### config.mk
export PLATFORM = sky130hd
export DESIGN_NAME = if_fetch
export DESIGN_NICKNAME = d
export VERILOG_FILES = /design/src/rtl/if_fetch.sv
export SDC_FILE = /design/constraint.sdc
export NUM_CORES = 1
export LEC_CHECK = 0
export ABC_AREA = 1
export CORE_MARGIN = 2
export CORE_UTILIZATION = 56
export CTS_BUF_LIST = sky130_fd_sc_hd__clkbuf_16
export CTS_CLUSTER_DIAMETER = 120
export DETAILED_ROUTE_END_ITERATION = 6
export PLACE_DENSITY = 0.84
export SLEW_MARGIN = 20
export SYNTH_ARGS = -nofsm -noshare
export SYNTH_HDL_FRONTEND = slang
export SYNTH_SLANG_ARGS = --single-unit
export TNS_END_PERCENT = 30
### constraint.sdc
create_clock -name clk -period 12.19 [get_ports clk]
set_input_delay 2.438 -clock clk [delete_from_list [all_inputs] [get_ports clk]]
set_output_delay 2.438 -clock clk [all_outputs]
set_load 0.01 [all_outputs]
### src/rtl/if_fetch.sv
// rtl/if_fetch.sv - instruction fetch unit: single-outstanding imem requester feeding a 2-entry {pc, inst} FIFO
module if_fetch #(
    parameter int                  PC_WIDTH = 32,
    parameter logic [PC_WIDTH-1:0] RESET_PC = '0
) (
    input  logic                clk,
    input  logic                rst,
    input  logic                work_ena,
    input  logic                stall,
    input  logic                flush,
    input  logic [PC_WIDTH-1:0] redirect_pc,
    output logic                imem_req,
    output logic [PC_WIDTH-1:0] imem_addr,
    input  logic                imem_gnt,
    input  logic                imem_rvalid,
    input  logic [31:0]         imem_rdata,
    output logic [PC_WIDTH-1:0] if_pc,
    output logic [31:0]         if_inst,
    output logic                if_valid
);

    localparam logic [31:0] NOP = 32'h0000_0013;

    typedef enum logic [1:0] {
        S_IDLE,
        S_REQ,
        S_WAIT
    } state_t;

    state_t              state_q;
    state_t              state_d;
    logic [PC_WIDTH-1:0] fetch_pc;
    logic [PC_WIDTH-1:0] req_pc;
    logic                drop_q;

    logic [PC_WIDTH-1:0] fifo_pc   [2];
    logic [31:0]         fifo_inst [2];
    logic                rd_ptr;
    logic                wr_ptr;
    logic [1:0]          count;
    logic [1:0]          count_after;

    logic grant;
    logic resp;
    logic push;
    logic pop;
    logic issue_now;
    logic issue_after;

    assign if_valid  = (count != 2'd0);
    assign if_pc     = if_valid ? fifo_pc[rd_ptr]   : '0;
    assign if_inst   = if_valid ? fifo_inst[rd_ptr] : NOP;
    assign imem_req  = (state_q == S_REQ);
    assign imem_addr = fetch_pc;

    // flush outranks every other event in the cycle it is seen
    assign grant = (state_q == S_REQ) && imem_gnt;
    assign resp  = (state_q == S_WAIT) && imem_rvalid;
    assign push  = resp && !drop_q && !flush;
    assign pop   = if_valid && !stall && work_ena && !flush;

    always_comb begin
        count_after = count;
        if (push && !pop) begin
            count_after = count + 2'd1;
        end else if (pop && !push) begin
            count_after = count - 2'd1;
        end
    end

    // re-issue straight out of WAIT must account for the entry landing this cycle
    assign issue_now   = work_ena && !flush && (count < 2'd2);
    assign issue_after = work_ena && !flush && (count_after < 2'd2);

    always_comb begin
        state_d = state_q;
        case (state_q)
            S_IDLE: begin
                if (issue_now) begin
                    state_d = S_REQ;
                end
            end
            S_REQ: begin
                if (grant) begin
                    state_d = S_WAIT;
                end else if (flush) begin
                    state_d = S_IDLE;
                end
            end
            S_WAIT: begin
                if (imem_rvalid) begin
                    state_d = issue_after ? S_REQ : S_IDLE;
                end
            end
            default: state_d = S_IDLE;
        endcase
    end

    always_ff @(posedge clk) begin
        if (rst) begin
            state_q  <= S_IDLE;
            fetch_pc <= RESET_PC;
            req_pc   <= '0;
            drop_q   <= 1'b0;
            rd_ptr   <= 1'b0;
            wr_ptr   <= 1'b0;
            count    <= 2'd0;
        end else begin
            state_q <= state_d;

            if (flush) begin
                fetch_pc <= redirect_pc;
            end else if (grant) begin
                fetch_pc <= fetch_pc + PC_WIDTH'(4);
            end

            if (grant) begin
                req_pc <= fetch_pc;
            end

            // a request still in flight at flush time returns stale data
            if (flush && (grant || ((state_q == S_WAIT) && !imem_rvalid))) begin
                drop_q <= 1'b1;
            end else if (resp) begin
                drop_q <= 1'b0;
            end

            if (flush) begin
                rd_ptr <= 1'b0;
                wr_ptr <= 1'b0;
                count  <= 2'd0;
            end else begin
                if (push) begin
                    fifo_pc[wr_ptr]   <= req_pc;
                    fifo_inst[wr_ptr] <= imem_rdata;
                    wr_ptr            <= ~wr_ptr;
                end
                if (pop) begin
                    rd_ptr <= ~rd_ptr;
                end
                count <= count_after;
            end
        end
    end

endmodule
After elaboration in Yosys (flattened, before gate mapping)
Memories as Yosys holds them, arrays and structs flattened. A register that Yosys moved wholly into a read port is not among the register bits.
Cells that the tools add are included.
{"block": "word_totals", "regBits": 71, "ram_bits": 128, "in_bits": 71, "output_inout_bits": 98, "n_memories": 2}
{"block": "op_classes", "n_addsub": 3, "magnitude_cmp": 2, "eq_ne": 5, "n_mux": 22, "bitwise_logic": 2, "reduce_logical": 27}
{"memory": "fifo_inst", "words": 2, "width": 32, "rd": 1, "rd_ports_with_merged_regs": 1, "write_ports": 1, "line_no": "37", "source": "logic [31:0] fifo_inst [2];"}
{"memory": "fifo_pc", "words": 2, "width": 32, "rd": 1, "rd_ports_with_merged_regs": 1, "write_ports": 1, "line_no": "36", "source": "logic [PC_WIDTH-1:0] fifo_pc [2];"}
{"operator": "32-bit 2-to-1 mux", "n": 4}
{"operator": "32-bit by 3-bit adder with 32-bit output, second input constant", "n": 1}
{"operator": "1-bit logical AND", "n": 14}
{"operator": "2-bit 2-to-1 mux", "n": 6}
{"operator": "1-bit 2-to-1 mux", "n": 11}
{"operator": "1-bit zero test", "n": 6}
{"operator": "2-bit case mux with 3 select lines", "n": 1}
{"operator": "2-bit nonzero test", "n": 3}
{"operator": "2-bit < comparator, second input constant", "n": 2}
{"operator": "2-bit inequality test, second input constant", "n": 2}
{"operator": "3-bit by 2-bit inequality test with 1-bit output, second input constant", "n": 1}
{"operator": "3-bit AND reduction", "n": 1}
{"operator": "2-bit by 1-bit adder with 2-bit output, second input constant", "n": 1}
{"operator": "2-bit by 1-bit == test with 1-bit output, second input constant", "n": 1}
{"operator": "2-bit == test, second input constant", "n": 1}
{"operator": "2-bit zero test", "n": 1}
{"operator": "1-bit NOT", "n": 2}
{"operator": "2-bit OR reduction", "n": 1}
{"operator": "2-bit by 1-bit subtractor with 2-bit output, second input constant", "n": 1}
{"operator": "1-bit logical OR", "n": 1}

Longest topological paths before layout
Gate-level depths: netlist of the first run.
{"block": "depth", "word_depth": 13, "ltp_mapped": 11, "mapped_depth_nobuf": 10}

Worst setup path after synthesis of the first run
No wires, ideal clock.
{"block": "synth_timing", "path_kind": "input to register", "start": "in rst", "end": "mem fifo_inst[0][0] (enable)", "t_arrival_ps": 7204, "required_ps": 11625, "path_slack_ps": 4421, "path_stages": 3, "cell_sequence": "clkbuf_1 -> clkbuf_1 -> nor3_1"}
{"block": "synth_via", "elab_chain_cells": 2}
{"item": "start: declaration", "line_no": "7", "source": "input logic rst,"}
{"item": "1-bit 2-to-1 mux", "line_no": "100", "source": "if (rst) begin"}
{"item": "1-bit 2-to-1 mux (not written as such)", "line_no": "135", "source": "fifo_inst[wr_ptr] <= imem_rdata;"}
{"item": "end: declaration", "line_no": "37"}
No other way between the ends.

==> impl_metrics.py, run 1 <==
metrics = {
    "floorplan": {
        "io-pin-count": 169,
        "chipWidth_um": 127.3,
        "die_h_um": 127.3,
        "die_area_mm2": 0.01621,
        "placeableCoreArea_mm2": 0.01503,
        "initial_utilization_pct": 56.64,
        "rows": 45,
    },
    "outcome": {
        "run_status": "completed",
    },
    "timing": {
        "worst_slew_pin_slew_ps": 906.2,
        "max-slew-margin-rel_pct": 39.21,
        "post-route-min-period_ps": 5494,
        "finalHoldViolCount": 0,
        "rsz0062_at_grt": "false",
        "hold_slack_ps": 451.9,
        "clock-skew-final_ps": 7.888,
        "fmax_ghz": 0.1820,
        "fin_setup_tns_ps": 0,
        "timing.final.ws_setup_ps": 6696,
        "final_min_period_over_clock_period_pct": 45.07,
        "setup_viol_count_final": 0,
        "drv_slew": 0,
    },
    "pwr": {
        "power.density_mw_per_mm2": 125.2,
        "worst_ir_drop_vdd_mv": 0.1289,
        "power.leakage_nw": 4.065,
    },
    "clock_tree": {
        "clock_tree.buffer_depth": 2,
        "clk_root_buffer_cell": "sky130_fd_sc_hd__clkbuf_16",
        "clock_latency_ps": 420,
        "post-cts-setup-buffers": 0,
        "cts_inserted_buffers": 17,
        "cts_num_sinks": 200,
        "cts_hold_buf": 0,
        "cts_repair_resize_count": 0,
        "htreeDepth": 4,
        "clock_tree_from_tritoncts": "yes",
        "clkSlewWorstSetupHoldPaths_ps": 70,
    },
    "min_path": {
        "min-delay-path-class": "flip-flop to flip-flop",
        "timing.hold.worst_path_depth": 0,
        "worst_hold_startpoint": "req_pc[10]$_SDFFE_PP0P_",
        "worstHoldEndpoint": "fifo_pc[1][10]$_DFFE_PP_",
    },
    "finish": {
        "area_growth_syn_to_layout_pct": 27.93,
        "final_layout_size_suffix_gt1_share_pct": 6.401,
        "layout.cells.non_filler": 1266,
        "final_cell_mix": "sky130_fd_sc_hd__nand2_1 (206), sky130_fd_sc_hd__clkdlybuf4s50_1 (167), sky130_fd_sc_hd__nor2_1 (163)",
        "layout.cells.most_common": "sky130_fd_sc_hd__nand2_1",
        "insertedDiodeCount": 0,
        "final_core_utilization_pct": 72.46,
        "fin_nets": 1140,
    },
    "setup_path": {
        "critical_path_class": "flip-flop to primary output",
        "crit_family": "buffers and inverters",
        "critPathSlowestCell": "sky130_fd_sc_hd__clkinv_2",
        "timing.reg2reg.worst_path_depth": 8,
        "critPathLaunchType": "flip-flop",
        "critical_path.endpoint_type": "primary output",
        "timing.critical_path.cells": "buf_4, clkinv_2, nor2_1, nor2_1, clkdlybuf4s50_1",
        "critical_path_peak_fanout": 65,
        "biggest_cell_delay_along_the_critical_path_ps": 850,
        "critical_path.most_common_cell": "sky130_fd_sc_hd__nor2_1",
        "buf_inv_on_cp": 3,
        "cp_data_required_time_ps": 9750,
        "reg2reg_to": "imem_addr[5]$_SDFFE_PP0N_",
        "ff2ff_setup_slack_ps": 9920,
        "critical_path_depth": 5,
        "worstPathArrival_ps": 3060,
        "r2r_start": "state_q[1]$_SDFFE_PP0P_",
    },
    "placed_design": {
        "port_buffers": 168,
        "dpl.cell_count": 1234,
        "post-dp-hpwl_um": 12330,
        "gp_routability_congestion": 0.8998,
        "pre_cts_ws_ps": 7384,
    },
    "synth": {
        "synthDistinctLibCells": 35,
        "synth.yosys.warnings": 0,
        "postSynthAreaPerCell_um2": 9.305,
        "seq_area_frac_synth_pct": 62.07,
        "synth_fp_nets": 990,
        "synth_area_mm2": 0.008514,
        "ys_ff_latch": 200,
        "post_synth_inst_count": 915,
    },
    "global_routing": {
        "grt_overflow": 0,
        "antenna_violations_before_repair": 0,
        "grt_pass1_wl_um": 30550,
        "grt.total_usage_pct": 23.62,
        "grt_start_max_net_pins": 71,
        "grt_pass1_vias": 6153,
    },
    "drt": {
        "antenna_violating_nets_post_route": 0,
        "wire_per_inst_um": 14.96,
        "drt_iter0_markers": 518,
        "wl_final_um": 18940,
        "num_vias": 6692,
        "vias_per_cell": 5.286,
        "drcViolationCount": 0,
        "detail_route.first_pass.iterations": 5,
    },
    "run": {
        "max-cap-violations": 0,
    },
}
## synthesized netlist by cell type
master / instances / area (µm²)
sky130_fd_sc_hd__nor3_1: 3 / 15.01
sky130_fd_sc_hd__edfxtp_1: 128 / 3844
sky130_fd_sc_hd__buf_4: 4 / 30.03
sky130_fd_sc_hd__nor2_4: 12 / 135.1
sky130_fd_sc_hd__a21oi_2: 1 / 8.760
sky130_fd_sc_hd__a22oi_1: 1 / 7.510
sky130_fd_sc_hd__ha_1: 4 / 50.05
sky130_fd_sc_hd__nand2_8: 1 / 20.02
sky130_fd_sc_hd__a31oi_1: 6 / 37.54
sky130_fd_sc_hd__nand2_1: 206 / 773.2
sky130_fd_sc_hd__nand2_2: 6 / 37.54
sky130_fd_sc_hd__nor2_2: 1 / 6.260
sky130_fd_sc_hd__inv_2: 3 / 11.26
sky130_fd_sc_hd__clkbuf_1: 32 / 120.1
sky130_fd_sc_hd__nand4_1: 2 / 12.51
sky130_fd_sc_hd__nand3b_1: 1 / 7.510
sky130_fd_sc_hd__inv_1: 62 / 232.7
sky130_fd_sc_hd__o31ai_1: 1 / 7.510
sky130_fd_sc_hd__nor2_1: 163 / 611.8
sky130_fd_sc_hd__a21oi_1: 62 / 310.3
sky130_fd_sc_hd__dfxtp_1: 72 / 1441
sky130_fd_sc_hd__xor2_1: 8 / 70.07
sky130_fd_sc_hd__o21ai_0: 81 / 405.4
sky130_fd_sc_hd__buf_1: 2 / 7.510
sky130_fd_sc_hd__clkinv_1: 1 / 3.750
sky130_fd_sc_hd__nand3_1: 32 / 160.2
sky130_fd_sc_hd__or2_2: 2 / 12.51
sky130_fd_sc_hd__o211ai_1: 1 / 7.510
sky130_fd_sc_hd__o21bai_1: 2 / 15.01
sky130_fd_sc_hd__o21ai_1: 2 / 10.01
sky130_fd_sc_hd__xnor2_1: 3 / 26.28
sky130_fd_sc_hd__buf_2: 5 / 25.02
sky130_fd_sc_hd__nand2_4: 3 / 33.78
sky130_fd_sc_hd__nor3_2: 1 / 10.01
sky130_fd_sc_hd__a211oi_1: 1 / 7.510
## worst max-delay path by stage
| stage | from | endpoint | slack (ps) |
|---|---|---|---|
| finish | flip-flop | if_pc[0] | 6700 |
| global route | flip-flop | if_inst[19] | 6450 |
| CTS | flip-flop | if_pc[0] | 6900 |
| detailed placement | flip-flop | if_pc[18] | 7380 |
| global placement | flip-flop | if_pc[18] | 7390 |
| floorplan | rst | fifo_inst[0][0]$_DFFE_PP_ | 4420 |
## registers in the layout, summed over array words and instances, names as in the netlist, named ones only
signal     cells
fifo_inst     64
fifo_pc       64
imem_addr     32
req_pc        32
count          2
state_q        2
drop_q         1
rd_ptr         1
wr_ptr         1
## where the power goes
part	leakage (nW)	internal (W)	switching, W	total, W
clock	0.296	0.000308	0.000233	0.000541
sequential	1.85	0.000726	0.0000145	0.000741
combinational	1.92	0.0000427	0.0000394	0.0000822
total	4.07	0.00108	0.000287	0.00136
## through the flow
step | area [µm²] | total power (W)
floorplan | 8514 | 0.0007894
CTS | 10890 | 0.001371
global placement | 10300 | 0.0008347
detailed placement | 10300 | 0.0008364
finish | 10890 | 0.001364
global route | 10890 | 0.001407
## routing by layer
metal,global-route usage (%),vias to the layer above,wire length [µm]
li1,-,3325,-
met1,33.72,3080,8544
met2,36.77,260,8737
met3,4.062,27,1292
met4,8.597,0,366
met5,0,-,0
## worst reg2reg max path, stage by stage (launching register included)
cell and delay [ps]:
sky130_fd_sc_hd__dfxtp_1 360, sky130_fd_sc_hd__inv_1 60, sky130_fd_sc_hd__nand2_1 80, sky130_fd_sc_hd__inv_2 70, sky130_fd_sc_hd__nand2_8 200, sky130_fd_sc_hd__clkinv_1 790
sky130_fd_sc_hd__nand2_1 320, sky130_fd_sc_hd__xor2_1 190, sky130_fd_sc_hd__a21oi_1 80
## logic make-up (layout without fill, tap and decap cells)
| family | Yosys count | in the layout | share of synthesized area, % |
|---|---|---|---|
| XOR/XNOR | 11 | 11 | 1.132 |
| flip-flops | 200 | 200 | 62.07 |
| AO/OA/AOI/OAI | 158 | 158 | 9.596 |
| adder cells (fa/ha/maj) | 4 | 4 | 0.5878 |
| buffers and inverters | 109 | 272 | 5.055 |
| AND/OR/NAND/NOR | 433 | 433 | 21.56 |
## cell type report
type                       instances  area, µm²
clock buffer                      21      525.5
clock inverter                    11      66.31
fill                            1108       4140
inverter                          66      249.0
multi-input combinational        606       2809
sequential                       200       5286
tap                              188      235.2
timing repair buffer             174       1722
(Power assumes the default switching activity.)
==> inputs of run 2 (changes only) <==
--- a/config.mk
+++ b/config.mk
@@ -7,11 +7,11 @@
 export LEC_CHECK = 0
 export ABC_AREA = 1
 export CORE_MARGIN = 2
-export CORE_UTILIZATION = 56
+export CORE_UTILIZATION = 47
 export CTS_BUF_LIST = sky130_fd_sc_hd__clkbuf_16
 export CTS_CLUSTER_DIAMETER = 120
 export DETAILED_ROUTE_END_ITERATION = 6
-export PLACE_DENSITY = 0.84
+export PLACE_DENSITY = 0.75
 export SLEW_MARGIN = 20
 export SYNTH_ARGS = -nofsm -noshare
 export SYNTH_HDL_FRONTEND = slang
==> constraint.sdc (replaced) <==
create_clock -name clk -period 4.9 [get_ports clk]
set_input_delay 0.98 -clock clk [delete_from_list [all_inputs] [get_ports clk]]
set_output_delay 0.98 -clock clk [all_outputs]
set_load 0.01 [all_outputs]
==> impl_metrics.py, run 2 (synthesis results as in run 1) <==
metrics = {
    "global_routing": {
        "grt_pass1_wl_um": 30660,
        "grt_pass1_vias": 5986,
        "grt_overflow": 0,
        "antenna_violations_before_repair": 0,
        "grt.total_usage_pct": 19.99,
        "grt_start_max_net_pins": 67,
    },
    "timing": {
        "post-route-min-period_ps": 3864,
        "fmax_ghz": 0.2588,
        "setup_viol_count_final": 0,
        "final_min_period_over_clock_period_pct": 78.85,
        "drv_slew": 0,
        "worst_slew_pin_slew_ps": 877.7,
        "finalHoldViolCount": 0,
        "max-slew-margin-rel_pct": 41.13,
        "hold_slack_ps": 455.0,
        "clock-skew-final_ps": 7.586,
        "rsz0062_at_grt": "false",
    },
    "setup_path": {
        "cp_data_required_time_ps": 3920,
        "critical_path_class": "flip-flop to primary output",
        "worstPathArrival_ps": 2880,
        "critPathLaunchType": "flip-flop",
        "critical_path_peak_fanout": 35,
        "critical_path.endpoint_type": "primary output",
    },
    "finish": {
        "fin_area_mm2": 0.01096,
        "fillerInstances": 1484,
        "final_cell_mix": "sky130_fd_sc_hd__nand2_1 (206), sky130_fd_sc_hd__clkdlybuf4s50_1 (167), sky130_fd_sc_hd__nor2_1 (163)",
        "final_core_utilization_pct": 61.45,
        "fin_nets": 1141,
        "area_growth_syn_to_layout_pct": 28.76,
        "top_regs": "fifo_inst x64, fifo_pc x64",
        "insertedDiodeCount": 0,
        "layout.cells.most_common": "sky130_fd_sc_hd__nand2_1",
        "final_layout_size_suffix_gt1_share_pct": 6.302,
    },
    "floorplan": {
        "rows": 49,
        "chipWidth_um": 138.6,
        "initial_utilization_pct": 47.72,
        "placeableCoreArea_mm2": 0.01784,
        "io-pin-count": 169,
        "die_area_mm2": 0.01921,
        "die_h_um": 138.6,
    },
    "drt": {
        "wl_final_um": 19040,
        "detail_route.first_pass.iterations": 5,
        "drt_iter0_markers": 394,
        "vias_per_cell": 4.957,
        "num_vias": 6484,
        "antenna_violating_nets_post_route": 0,
        "wire_per_inst_um": 14.56,
        "drcViolationCount": 0,
    },
    "clock_tree": {
        "clk_root_buffer_cell": "sky130_fd_sc_hd__clkbuf_16",
        "clock_latency_ps": 430,
        "cts_hold_buf": 0,
        "cts_inserted_buffers": 17,
        "cts_num_sinks": 200,
        "cts_repair_resize_count": 0,
        "clock_tree_from_tritoncts": "yes",
        "clock_tree.buffer_depth": 2,
        "htreeDepth": 4,
        "clkSlewWorstSetupHoldPaths_ps": 70,
        "post-cts-setup-buffers": 0,
    },
    "run": {
        "max-cap-violations": 0,
    },
    "min_path": {
        "min-delay-path-class": "flip-flop to flip-flop",
    },
    "outcome": {
        "run_status": "completed",
    },
    "pwr": {
        "power.leakage_nw": 4.067,
        "p_total_w": 0.003444,
        "power.density_mw_per_mm2": 314.1,
        "worst_ir_drop_vdd_mv": 0.2789,
    },
    "placed_design": {
        "port_buffers": 168,
        "gp_routability_congestion": 0.8462,
        "postPlaceCellArea_mm2": 0.01036,
        "post-dp-hpwl_um": 12430,
    },
}
run 2: path summary, 6_finish.rpt:
check	from	endpoint	slack, ps	cells after the start
worst min-delay path	req_pc[1]$_SDFFE_PP0P_	fifo_pc[0][1]$_DFFE_PP_	450	0
worst max-delay path	count[0]$_SDFFE_PP0P_	if_inst[4]	1040	6
worst min register to register	req_pc[1]$_SDFFE_PP0P_	fifo_pc[0][1]$_DFFE_PP_	450	0
worst max register to register	state_q[1]$_SDFFE_PP0P_	fifo_inst[1][9]$_DFFE_PP_	2770	5
run 2: critical path, stage by stage (launching register included):
cell and delay (ps):
sky130_fd_sc_hd__dfxtp_1 320, sky130_fd_sc_hd__inv_1 60, sky130_fd_sc_hd__ha_1 180, sky130_fd_sc_hd__clkinv_1 690, sky130_fd_sc_hd__buf_4 520, sky130_fd_sc_hd__nand3_1 130, sky130_fd_sc_hd__clkdlybuf4s50_1 540
run 2: routing by layer:
metal  part of all wire, %  track usage [%]
met4                   1.6            6.660
met1                    46            27.61
met3                   6.5            4.869
met5                     0                0
met2                    46            31.27
run 2: area by class of cell:
| cell class | instances | area (µm²) | share of cell area (%) |
|---|---|---|---|
| flip-flops and latches | 200 | 5286 | 48.22 |
| multi-input cells | 606 | 2809 | 25.62 |
| repair buffers | 175 | 1729 | 15.77 |
| clock buffers | 19 | 475.5 | 4.337 |
| well taps | 229 | 286.5 | 2.614 |
| inverters | 66 | 250.2 | 2.283 |
| clock inverters | 13 | 126.4 | 1.153 |
run 2: where the power goes:
part / switching (W) / internal [W]
Clock: 0.000589 / 0.000807
Combinational: 0.0000985 / 0.000107
Sequential: 0.0000357 / 0.00181
Total: 0.000723 / 0.00272
run 2: metrics by stage:
| stage | worst slack [ps] | instances | setup TNS [ps] |
|---|---|---|---|
| finish | 1036 | 1308 | 0 |
| global route | 788.4 | 1308 | 0 |
| CTS | 990.4 | 1308 | 0 |
| detailed placement | 1456 | 1276 | 0 |
| global placement | 1531 | 1276 | 0 |
| floorplan | -1411 | 915 | -180570 |
==> inputs of run 3 (changes only) <==
==> constraint.sdc (replaced) <==
create_clock -name clk -period 3.16 [get_ports clk]
set_input_delay 0.632 -clock clk [delete_from_list [all_inputs] [get_ports clk]]
set_output_delay 0.632 -clock clk [all_outputs]
set_load 0.01 [all_outputs]
==> impl_metrics.py, run 3 (synthesis results as in run 1) <==
metrics = {
    "outcome": {
        "run_status": "completed",
    },
    "floorplan": {
        "io-pin-count": 169,
        "initial_utilization_pct": 47.72,
        "chipWidth_um": 138.6,
        "die_area_mm2": 0.01921,
        "rows": 49,
        "placeableCoreArea_mm2": 0.01784,
        "die_h_um": 138.6,
    },
    "placed_design": {
        "post-dp-hpwl_um": 12440,
        "pre_cts_ws_ps": 462.8,
        "gp_routability_congestion": 0.8505,
        "port_buffers": 168,
    },
    "setup_path": {
        "ff2ff_setup_slack_ps": 1140,
        "critical_path_class": "flip-flop to primary output",
        "critical_path_peak_fanout": 65,
        "timing.critical_path.cells": "inv_1, ha_1, inv_1, buf_12, o21ai_0, nor2_1, clkdlybuf4s50_1",
        "buf_inv_on_cp": 4,
        "worstPathArrival_ps": 2260,
        "crit_family": "buffers and inverters",
        "critical_path.endpoint_type": "primary output",
        "critPathLaunchType": "flip-flop",
        "critPathSlowestCell": "sky130_fd_sc_hd__clkdlybuf4s50_1",
        "biggest_cell_delay_along_the_critical_path_ps": 580,
        "cp_data_required_time_ps": 2530,
        "critical_path.most_common_cell": "sky130_fd_sc_hd__inv_1",
    },
    "clock_tree": {
        "clk_root_buffer_cell": "sky130_fd_sc_hd__clkbuf_16",
        "clock_latency_ps": 430,
        "cts_hold_buf": 0,
        "cts_inserted_buffers": 17,
        "clock_tree_from_tritoncts": "yes",
        "htreeDepth": 4,
        "clock_tree.buffer_depth": 2,
        "cts_repair_resize_count": 0,
        "cts_num_sinks": 200,
        "clkSlewWorstSetupHoldPaths_ps": 70,
        "post-cts-setup-buffers": 0,
    },
    "pwr": {
        "power.leakage_nw": 4.061,
        "power.density_mw_per_mm2": 470.8,
        "worst_ir_drop_vdd_mv": 0.4680,
        "p_total_w": 0.005163,
    },
    "drt": {
        "wl_final_um": 18830,
        "drcViolationCount": 0,
        "drt_iter0_markers": 450,
        "wire_per_inst_um": 14.37,
        "num_vias": 6498,
        "antenna_violating_nets_post_route": 0,
        "vias_per_cell": 4.960,
        "detail_route.first_pass.iterations": 5,
    },
    "run": {
        "max-cap-violations": 0,
    },
    "timing": {
        "clock-skew-final_ps": 12.10,
        "rsz0062_at_grt": "false",
        "final_min_period_over_clock_period_pct": 91.53,
        "finalHoldViolCount": 0,
        "setup_viol_count_final": 0,
        "drv_slew": 0,
        "worst_slew_pin_slew_ps": 722.6,
        "post-route-min-period_ps": 2892,
        "fmax_ghz": 0.3457,
        "max-slew-margin-rel_pct": 51.83,
        "timing.final.ws_setup_ps": 267.6,
    },
    "global_routing": {
        "global_route_layer_with_the_greatest_usage": "met2",
        "grt.total_usage_pct": 19.57,
        "grt_start_max_net_pins": 69,
        "grt_overflow": 0,
        "grt_use_met1_pct": 28.23,
        "antenna_violations_before_repair": 0,
        "grt_pass1_wl_um": 29970,
        "grt_pass1_vias": 5928,
        "grt.met2_usage_pct": 29.99,
        "globalRouteMet3Util_pct": 3.798,
    },
    "finish": {
        "area_growth_syn_to_layout_pct": 28.80,
        "layout.cells.most_common": "sky130_fd_sc_hd__nand2_1",
        "final_layout_size_suffix_gt1_share_pct": 6.753,
        "fin_nets": 1143,
        "fillerInstances": 1536,
        "insertedDiodeCount": 0,
        "final_cell_mix": "sky130_fd_sc_hd__nand2_1 (206), sky130_fd_sc_hd__clkdlybuf4s50_1 (167), sky130_fd_sc_hd__nor2_1 (163)",
        "top_regs": "fifo_inst x64, fifo_pc x64",
    },
    "min_path": {
        "min-delay-path-class": "flip-flop to flip-flop",
    },
}
-- run 3: layout make-up --
class                           count  area [µm²]  share of cell area [%]
Clock buffer                       17       425.4                   3.879
Clock inverter                     15       117.6                   1.072
Inverter                           66       247.7                   2.259
Multi-Input combinational cell    606        2821                   25.73
Sequential cell                   200        5286                   48.20
Tap cell                          229       286.5                   2.613
Timing Repair Buffer              177        1782                   16.25
-- run 3: path summary, 6_finish.rpt --
kind,start,end,depth (start not counted)
min,req_pc[20]$_SDFFE_PP0P_,fifo_pc[0][20]$_DFFE_PP_,0
max,count[0]$_SDFFE_PP0P_,if_pc[8],7
max reg2reg,state_q[1]$_SDFFE_PP0P_,state_q[0]$_SDFFE_PP0P_,8
min reg2reg,req_pc[20]$_SDFFE_PP0P_,fifo_pc[0][20]$_DFFE_PP_,0
-- run 3: where the power goes --
part,leakage (nW),switching [W],internal [W],total [W]
combinational,1.95,0.000156,0.000166,0.000322
clock,0.264,0.000961,0.00102,0.00199
sequential,1.85,0.0000555,0.00280,0.00286
total,4.06,0.00117,0.00399,0.00516
-- run 3: metal layers --
metal,share of wire [%],vias to the layer above
met4,1.5,0
met1,46,2942
met5,0,-
met3,6.6,21
met2,45,202
li1,-,3333
-- run 3: per-stage QoR --
stage | utilization (%) | hold WS (ps) | TNS, ps | std cells | instance area (µm²)
2_1_floorplan | - | 425.9 | -105540 | 915 | 8524
3_3_place_gp | 58.43 | 432.2 | 0 | 1278 | 10420
3_5_place_dp | 58.43 | 440.6 | 0 | 1278 | 10420
4_1_cts | 61.47 | 459.0 | 0 | 1310 | 10970
5_1_grt | 61.47 | 464.5 | 0 | 1310 | 10970
6_report | 61.47 | 458.1 | 0 | 1310 | 10970
